$ cat src/rtl/lpc_tap_sequencer_if.sv
// Sample/tap/MAC/result handshake bundle between the LPC tap sequencer (slave side)
// and the upstream sample source plus downstream MAC consumer (master side).
interface lpc_tap_sequencer_if #(
  parameter int unsigned ORDER = 10,
  parameter int unsigned AW    = 4
) ();
  logic           in_valid;
  logic           in_ready;
  logic           shift_en;
  logic [ORDER:0] tap;
  logic [AW-1:0]  coef_addr;
  logic           mac_clr;
  logic           mac_en;
  logic           mac_last;
  logic           out_valid;
  logic           out_ready;

  modport master (
    output in_valid, out_ready,
    input  in_ready, shift_en, tap, coef_addr, mac_clr, mac_en, mac_last, out_valid
  );

  modport slave (
    input  in_valid, out_ready,
    output in_ready, shift_en, tap, coef_addr, mac_clr, mac_en, mac_last, out_valid
  );
endinterface

$ cat src/rtl/lpc_tap_sequencer.sv
// Sweeps the one-hot tap select over lags 0..order for each sample, drives the MAC and
// coefficient address, shifts the delay line after the sweep and hands off the result.
module lpc_tap_sequencer #(
  parameter int unsigned ORDER   = 10,
  parameter int unsigned AW      = 4,
  parameter int unsigned MAC_LAT = 2
) (
  input  logic                clk,
  input  logic                rst,
  input  logic [AW-1:0]       cfg_order,
  lpc_tap_sequencer_if.slave  bus,
  output logic                busy
);

  localparam int unsigned DW = (MAC_LAT > 1) ? $clog2(MAC_LAT) : 1;

  typedef enum logic [1:0] {StIdle, StSweep, StDrain, StOut} state_e;

  state_e         state_q;
  logic [AW-1:0]  k_q;
  logic [AW-1:0]  ord_q;
  logic [DW-1:0]  d_q;
  logic [ORDER:0] tap_q;
  logic [AW-1:0]  coef_q;
  logic           clr_q;
  logic           en_q;
  logic           last_q;
  logic           ready_q;
  logic           outv_q;

  logic [AW-1:0]  ord_start;
  logic           start;

  function automatic logic [AW-1:0] clamp_order(input logic [AW-1:0] v);
    if (v == '0) return AW'(1);
    if (v > AW'(ORDER)) return AW'(ORDER);
    return v;
  endfunction

  assign ord_start = clamp_order(cfg_order);
  // New sweep from IDLE, or straight from OUT when the next sample is already waiting.
  assign start = bus.in_valid &
                 ((state_q == StIdle) | ((state_q == StOut) & bus.out_ready));

  always_ff @(posedge clk) begin
    if (rst) begin
      state_q <= StIdle;
      k_q     <= '0;
      ord_q   <= '0;
      d_q     <= '0;
      tap_q   <= '0;
      coef_q  <= '0;
      clr_q   <= 1'b0;
      en_q    <= 1'b0;
      last_q  <= 1'b0;
      ready_q <= 1'b0;
      outv_q  <= 1'b0;
    end else if (start) begin
      state_q <= StSweep;
      ord_q   <= ord_start;
      k_q     <= '0;
      tap_q   <= (ORDER + 1)'(1);
      coef_q  <= '0;
      clr_q   <= 1'b1;
      en_q    <= 1'b1;
      last_q  <= 1'b0;
      ready_q <= 1'b0;
      outv_q  <= 1'b0;
    end else begin
      unique case (state_q)
        StIdle: ;
        StSweep: begin
          if (k_q == ord_q) begin
            state_q <= StDrain;
            d_q     <= '0;
            tap_q   <= '0;
            coef_q  <= '0;
            clr_q   <= 1'b0;
            en_q    <= 1'b0;
            last_q  <= 1'b0;
            ready_q <= 1'b0;
          end else begin
            k_q     <= k_q + AW'(1);
            tap_q   <= tap_q << 1;
            coef_q  <= k_q + AW'(1);
            clr_q   <= 1'b0;
            last_q  <= (k_q + AW'(1)) == ord_q;
            ready_q <= (k_q + AW'(1)) == ord_q;
          end
        end
        StDrain: begin
          d_q <= d_q + DW'(1);
          if (d_q == DW'(MAC_LAT - 1)) begin
            state_q <= StOut;
            outv_q  <= 1'b1;
          end
        end
        StOut: begin
          if (bus.out_ready) begin
            state_q <= StIdle;
            outv_q  <= 1'b0;
          end
        end
        default: state_q <= StIdle;
      endcase
    end
  end

  assign bus.tap       = tap_q;
  assign bus.coef_addr = coef_q;
  assign bus.mac_clr   = clr_q;
  assign bus.mac_en    = en_q;
  assign bus.mac_last  = last_q;
  assign bus.in_ready  = ready_q;
  assign bus.out_valid = outv_q;
  assign bus.shift_en  = bus.in_valid & ready_q;
  assign busy          = state_q != StIdle;

endmodule

$ cat src/flat_wrapper.sv
// flat-port wrapper written by rule: the top's interface ports become plain ports
module lpc_tap_sequencer_flat 
#(
  parameter int unsigned ORDER   = 10,
  parameter int unsigned AW      = 4,
  parameter int unsigned MAC_LAT = 2
)
  (clk, rst, cfg_order, busy, bus_in_valid, bus_out_ready, bus_in_ready, bus_shift_en, bus_tap, bus_coef_addr, bus_mac_clr, bus_mac_en, bus_mac_last, bus_out_valid);
  lpc_tap_sequencer_if #(.ORDER(ORDER), .AW(AW)) bus_i ();
  input  logic clk;
  input  logic rst;
  input  logic [AW-1:0] cfg_order;
  output logic busy;
  input wire logic [$bits(bus_i.in_valid)-1:0] bus_in_valid;
  input wire logic [$bits(bus_i.out_ready)-1:0] bus_out_ready;
  output wire logic [$bits(bus_i.in_ready)-1:0] bus_in_ready;
  output wire logic [$bits(bus_i.shift_en)-1:0] bus_shift_en;
  output wire logic [$bits(bus_i.tap)-1:0] bus_tap;
  output wire logic [$bits(bus_i.coef_addr)-1:0] bus_coef_addr;
  output wire logic [$bits(bus_i.mac_clr)-1:0] bus_mac_clr;
  output wire logic [$bits(bus_i.mac_en)-1:0] bus_mac_en;
  output wire logic [$bits(bus_i.mac_last)-1:0] bus_mac_last;
  output wire logic [$bits(bus_i.out_valid)-1:0] bus_out_valid;
  assign bus_i.in_valid = bus_in_valid;
  assign bus_i.out_ready = bus_out_ready;
  assign bus_in_ready = bus_i.in_ready;
  assign bus_shift_en = bus_i.shift_en;
  assign bus_tap = bus_i.tap;
  assign bus_coef_addr = bus_i.coef_addr;
  assign bus_mac_clr = bus_i.mac_clr;
  assign bus_mac_en = bus_i.mac_en;
  assign bus_mac_last = bus_i.mac_last;
  assign bus_out_valid = bus_i.out_valid;
  lpc_tap_sequencer #(.ORDER(ORDER), .AW(AW), .MAC_LAT(MAC_LAT)) u_core (.clk(clk), .rst(rst), .cfg_order(cfg_order), .bus(bus_i), .busy(busy));
endmodule
$ cat config.mk
export PLATFORM = sky130hd
export DESIGN_NAME = lpc_tap_sequencer_flat
export DESIGN_NICKNAME = d
export VERILOG_FILES = /design/src/rtl/lpc_tap_sequencer_if.sv /design/src/rtl/lpc_tap_sequencer.sv /design/src/flat_wrapper.sv
export SDC_FILE = /design/constraint.sdc
export NUM_CORES = 1
export LEC_CHECK = 0
export ABC_CLOCK_PERIOD_IN_PS = 1700
export CAP_MARGIN = 40
export CORE_AREA = 2 2 67 69
export CTS_CLUSTER_DIAMETER = 40
export CTS_CLUSTER_SIZE = 28
export DETAILED_ROUTE_END_ITERATION = 7
export DIE_AREA = 0 0 69 71
export HOLD_SLACK_MARGIN = 0.1
export PLACE_DENSITY = 0.59
export SLEW_MARGIN = 20
export SYNTH_ARGS = -nofsm -noshare
export SYNTH_HDL_FRONTEND = slang
export SYNTH_SLANG_ARGS = --single-unit
$ cat constraint.sdc
create_clock -name clk -period 1.7 [get_ports clk]
set_clock_uncertainty 0.2 [all_clocks]
set_input_delay 0.255 -clock clk [delete_from_list [all_inputs] [get_ports clk]]
set_output_delay 0.255 -clock clk [all_outputs]
set_load 0.01 [all_outputs]
* Word level (Yosys, flattened, before mapping)
Index checks and enable logic that the tools add are counted.
** Storage, ports and cells
- Bits in registers :: 30
- Bits in latches :: 0
- RAM bits :: 0
- ROM bits :: 0
- Bits of input ports :: 8
- Output and inout port bits :: 22
- Word-level logic and storage cells :: 74
- Memories kept :: 0
** Operators by class
- Add/subtract/negate cells :: 2
- $mul :: 0
- Div/mod/pow operators :: 0
- Magnitude comparators :: 1
- Equal/unequal tests :: 11
- Shift operators :: 0
- Mux-type cells :: 26
- Bitwise logic cells :: 6
- Reduce and logical (&&, ||, !) cells :: 16
** Operator list (number)
- $mux W4 :: 5
- $mux W1 :: 14
- $mux W11 :: 1
- $reduce_bool A2 Y1 :: 5
- $eq A4 B4 Y1 :: 2
- $reduce_and A4 Y1 :: 2
- $mux W2 :: 3
- $ne A3 B1 Y1 const B :: 2
- $pmux W2 S3 :: 1
- $reduce_and A3 Y1 :: 2
- $add A4 B1 Y4 const B :: 1
- $eq A2 B2 Y1 const B :: 2
- $gt A4 B4 Y1 const B :: 1
- $logic_not A4 Y1 :: 1
- $ne A2 B1 Y1 const B :: 2
- $pmux W1 S2 :: 2
- $reduce_and A2 Y1 :: 2
- $reduce_bool A4 Y1 :: 1
- $and A1 B1 Y1 :: 3
- $ne A3 B2 Y1 const B :: 1
- $reduce_bool A3 Y1 :: 1
- $eq A2 B1 Y1 const B :: 1
- $logic_not A2 Y1 :: 1
- $ne A2 B2 Y1 const B :: 1
- 4 further kinds :: 5

* Logic depth before layout (Yosys ltp)
- Word-level depth :: 6
- Mapped depth :: 7
- Mapped depth without buffers :: 6

* Worst setup path after synthesis
OpenSTA, ideal clock, no wires.
- Path kind :: reg2reg
- Start :: reg u_core.state_q[0]
- End :: reg u_core.state_q[0]
- Library setup time :: 0.115 ns
- Arrival :: 1.540 ns
- Data required time :: 1.385 ns
- Path slack :: -0.155 ns
- Cell stages (with the launch flop) :: 7
- Path buffers :: 0
- Clock period less this slack :: 1.855 ns
- Cell sequence :: dfxtp_1 inv_1 ha_1 a21oi_1 nor2_1 or4_1 and3_1
** On the way
- Longest elaborated chain between the ends :: 6
- Elaborated cells on any way between the ends :: 14
- Classes of those cells :: eq/ne (6); mux (2); bitwise (3); reduce/logical (3)
** RTL lines
- start, declared :: line lpc_tap_sequencer.sv:19 : state_e state_q;
- start signal, assigned :: line lpc_tap_sequencer.sv:47 : state_q <= StIdle;
- start signal, assigned :: line lpc_tap_sequencer.sv:59 : state_q <= StSweep;
- start signal, assigned :: line lpc_tap_sequencer.sv:74 : state_q <= StDrain;
- $eq A2 B2 Y1 :: line lpc_tap_sequencer.sv:43, lpc_tap_sequencer.sv:70
- $and A1 B1 Y1 :: line lpc_tap_sequencer.sv:43 : ((state_q == StIdle) | ((state_q == StOut) & bus.out_ready));
- $or A1 B1 Y1 :: line lpc_tap_sequencer.sv:43
- $and A1 B1 Y1 :: line lpc_tap_sequencer.sv:42 : assign start = bus.in_valid &
- $ne A3 B1 Y1 (no source line) (tied with other cells)
- $reduce_and A4 Y1 (no source line)
Parallel ways exist; a longest one is shown, timed or not.
A chain may end at the register's enable or synchronous reset.

* Final worst setup path
Ends and elaborated chain as after synthesis.

==> impl_results.md <==
- Status: finished, violations left
- Failing checks: negative setup slack
- Hold Path Cell Cnt: 2
- Starting Density: 33.2%
- Total core area: 0.00420 sq mm
- Slowest cell on the critical path: or4_4
- Crit-path max cell delay: 0.42 ns
- Arrival time worst endpoint: 1.76 ns
- Clk pwr share: 26.4%
- Yosys Warn Count: 0
- Vias in the first global route: 1223
- Setup Total Neg Slack: -0.163 ns
- Drt total wl: 3360 um
- Final worst slack: -0.0968 ns
- Max-cap violations: 0
- Sequential fraction of the synthesis area: 41.7%
- Pre-Repair DR Iteration Count: 6
- First-pass GRT wire length: 5600 um
- Critical-path maximum fanout: 5
- Most frequent cells in the layout: buf_4, dfxtp_1, clkdlybuf4s50_1
- Internal Power: 1.85 mW
- Met2 WL post-DR: 1650 um
- Hold-fix buffers at CTS: 0
- Layout cells sized above 1: 30.0%
- Reg power frac: 30.7%
- Final period utilization: 106%
- Final Non-Filler Cells: 265
- Mapped Area: 0.00139 sq mm
- Rel. slew slack: 81.9%
- Fraction of power spent switching nets: 32.6%
- Critical-path cell list: inv_6 -> ha_4 -> nor2b_1 -> o21ai_2 -> or4_4 -> and3_4
- Die Area: 0.00490 sq mm
- Port bufs: 29
- Grt ovf: 0
- Total CTS buffers: 5
- Synth unique cells: 34
- Seq cells post-synth: 29
- Initial antenna violation count: 0
- Hold Violations, Final: 0
- Fmax: 557 MHz
- Via Count: 1277
- Worst slew pin tran: 0.270 ns
- Top routing layer used: met4
- Final setup fails: 2
- Met3 WL post-DR: 97 um
- Dpl cells: 253
- CTS tree: yes
- DR vias/cell: 4.82
- DRC: 0
- Pin count of the biggest net entering global routing: 19
- Pwr/cell area: 1250 mW/mm^2
- WS Path Type: reg2reg
- DR WL/cell: 12.7 um
- Unrepaired setup endpoints after global routing: yes
- CTS H-Tree Depth: 2
- Top Family by Delay on Critical Path: simple AND/OR/NAND/NOR gates
- CTS max path bufs: 2
- Die H: 71 um
- Dpl hpwl: 2480 um
- Worst-path clk slew: 0.06 ns
- GP Congestion: 0.799
- Share of the synthesized area in the top cell type: 41.7%
- Yosys top cell by area: dfxtp_1
- Root buffer cell: clkbuf_8
- Syn nets: 167
- CTS sink cnt: 29
- Fin crit period: 1.80 ns
- Core Rows: 24
- Critical path depth: 6
- Worst path required time: 1.67 ns
- LEAKAGE: 0.894 nW
- Latest clock arrival within the worst-skew pair: 0.27 ns
- R2R cell count: 6
- Met1 wire length: 1550 um
- WP buf/inv: 1
- Die X: 69 um
- Synth top area cells: dfxtp_1, a22oi_1, nor2_1, ha_1, xnor2_2
- Total inserted antenna cells: 0
- Worst min path class: reg2reg
- GRT Total Usage: 14.3%
- Routed Antenna Nets: 0
- Most common cell after layout, fill and taps aside: buf_4
- Switching power: 0.894 mW
- Io pins: 30
- Crit. End Element: flop
- Peak supply drop: 0.790 mV
- Filler Cell Count: 387
- Area added between synthesis and finish: 56.7%
- Nets: 226
- Cells after Synth: 153
- Initial DRC Count: 39
- Comb power frac: 42.9%
- Syn Area/Cell: 9.11 sq um
- Slew Limit Fails: 0
- Final Total Pwr: 2.74 mW
- Startpoint types: flop
[power groups by stage]
stage / Sequential [mW] / Combinational, mW / Clock [mW]
6_report: 0.842 / 1.17 / 0.724
5_1_grt: 0.855 / 1.27 / 0.775
4_1_cts: 0.819 / 1.07 / 0.744
3_5_place_dp: 0.830 / 1.05 / 0
3_3_place_gp: 0.825 / 1.02 / 0
2_1_floorplan: 0.835 / 0.587 / 0
[synth_stat cells (all sizes together)]
master,n
o211ai,2
and3,2
o41ai,1
nand2b,4
nor2,21
clkinv,1
nand3,4
a211oi,1
xnor2,6
nor2b,1
nor3,3
inv,8
xnor3,1
a21oi,12
xor2,2
o21ai,4
or4,2
a41oi,1
and2,1
a22o,1
a211o,2
mux2i,1
clkbuf,2
a22oi,13
nand4,3
nand2,11
buf,6
a21o,1
dfxtp,29
ha,6
maj3,1
[cell type report]
| cell class | instances | area [sq um] | share of cell area [%] |
|---|---|---|---|
| clock buffer | 7 | 86.3 | 3.95 |
| clock inverter | 1 | 30.0 | 1.37 |
| inverter | 9 | 38.8 | 1.78 |
| multi-input combinational | 107 | 823 | 37.7 |
| sequential | 29 | 593 | 27.1 |
| tap | 52 | 65.1 | 2.98 |
| timing repair buffer | 60 | 548 | 25.1 |
[layer usage]
metal,global-route usage [%],up-vias
met5,0,-
met4,7.19,0
met3,2.99,6
met2,23.0,21
met1,18.3,599
li1,-,651
[worst reg2reg max path, cell delays in order, from the launching register on]
cell and delay, ns:
dfxtp_4 0.39, inv_6 0.05, ha_4 0.25, nor2b_1 0.15
o21ai_2 0.07, or4_4 0.42, and3_4 0.16
[sequential cells by signal, summed over array words and instances, names as in the netlist]
name	flops
u_core.d_q	1
u_core.ord_q	4
u_core.bus.mac_en	1
u_core.bus.tap	10
u_core.state_q	2
u_core.bus.mac_last	1
u_core.k_q	4
u_core.bus.coef_addr	4
u_core.bus.out_valid	1
u_core.bus.mac_clr	1
[stage by stage]
stage          instance area (sq um)  setup slack [ns]  util (%)  hold slack (ns)
6_report                        2180           -0.0968      52.0            0.255
5_1_grt                         2180            -0.145      52.0            0.293
4_1_cts                         2070            -0.100      49.3            0.259
3_5_place_dp                    1940            -0.315      46.2            0.250
3_3_place_gp                    1940            -0.224      46.2            0.247
2_1_floorplan                   1420           0.00798         -            0.191
[final timing paths]
| kind | from | endpoint | slack [ns] |
|---|---|---|---|
| worst max-delay path | u_core.state_q[0] | u_core.state_q[0] | -0.1 |
| worst min-delay path | u_core.bus.coef_addr[0] | u_core.bus.coef_addr[0] | 0.25 |
| worst max register to register | u_core.state_q[0] | u_core.state_q[0] | -0.1 |
| worst min register to register | u_core.bus.coef_addr[0] | u_core.bus.coef_addr[0] | 0.25 |
[kinds of logic (layout without fill, tap and decap cells)]
logic type | after synthesis | count (layout) | synth area share (%)
adders and majority gates | 7 | 7 | 6.10
xor gates and xnor gates | 9 | 9 | 8.80
DFF | 29 | 29 | 41.7
buffers and inverters | 17 | 77 | 5.65
AOI/OAI and AO/OA | 38 | 38 | 19.9
and+or+nand+nor | 52 | 52 | 17.1
muxes | 1 | 1 | 0.718
[timing repair]
action	CTS	global route
resized for setup	4	23
buffers inserted	1	3
endpoints found under the setup margin	3	31
pin swaps	0	1
No activity file was read; power rests on OpenSTA's default activity.
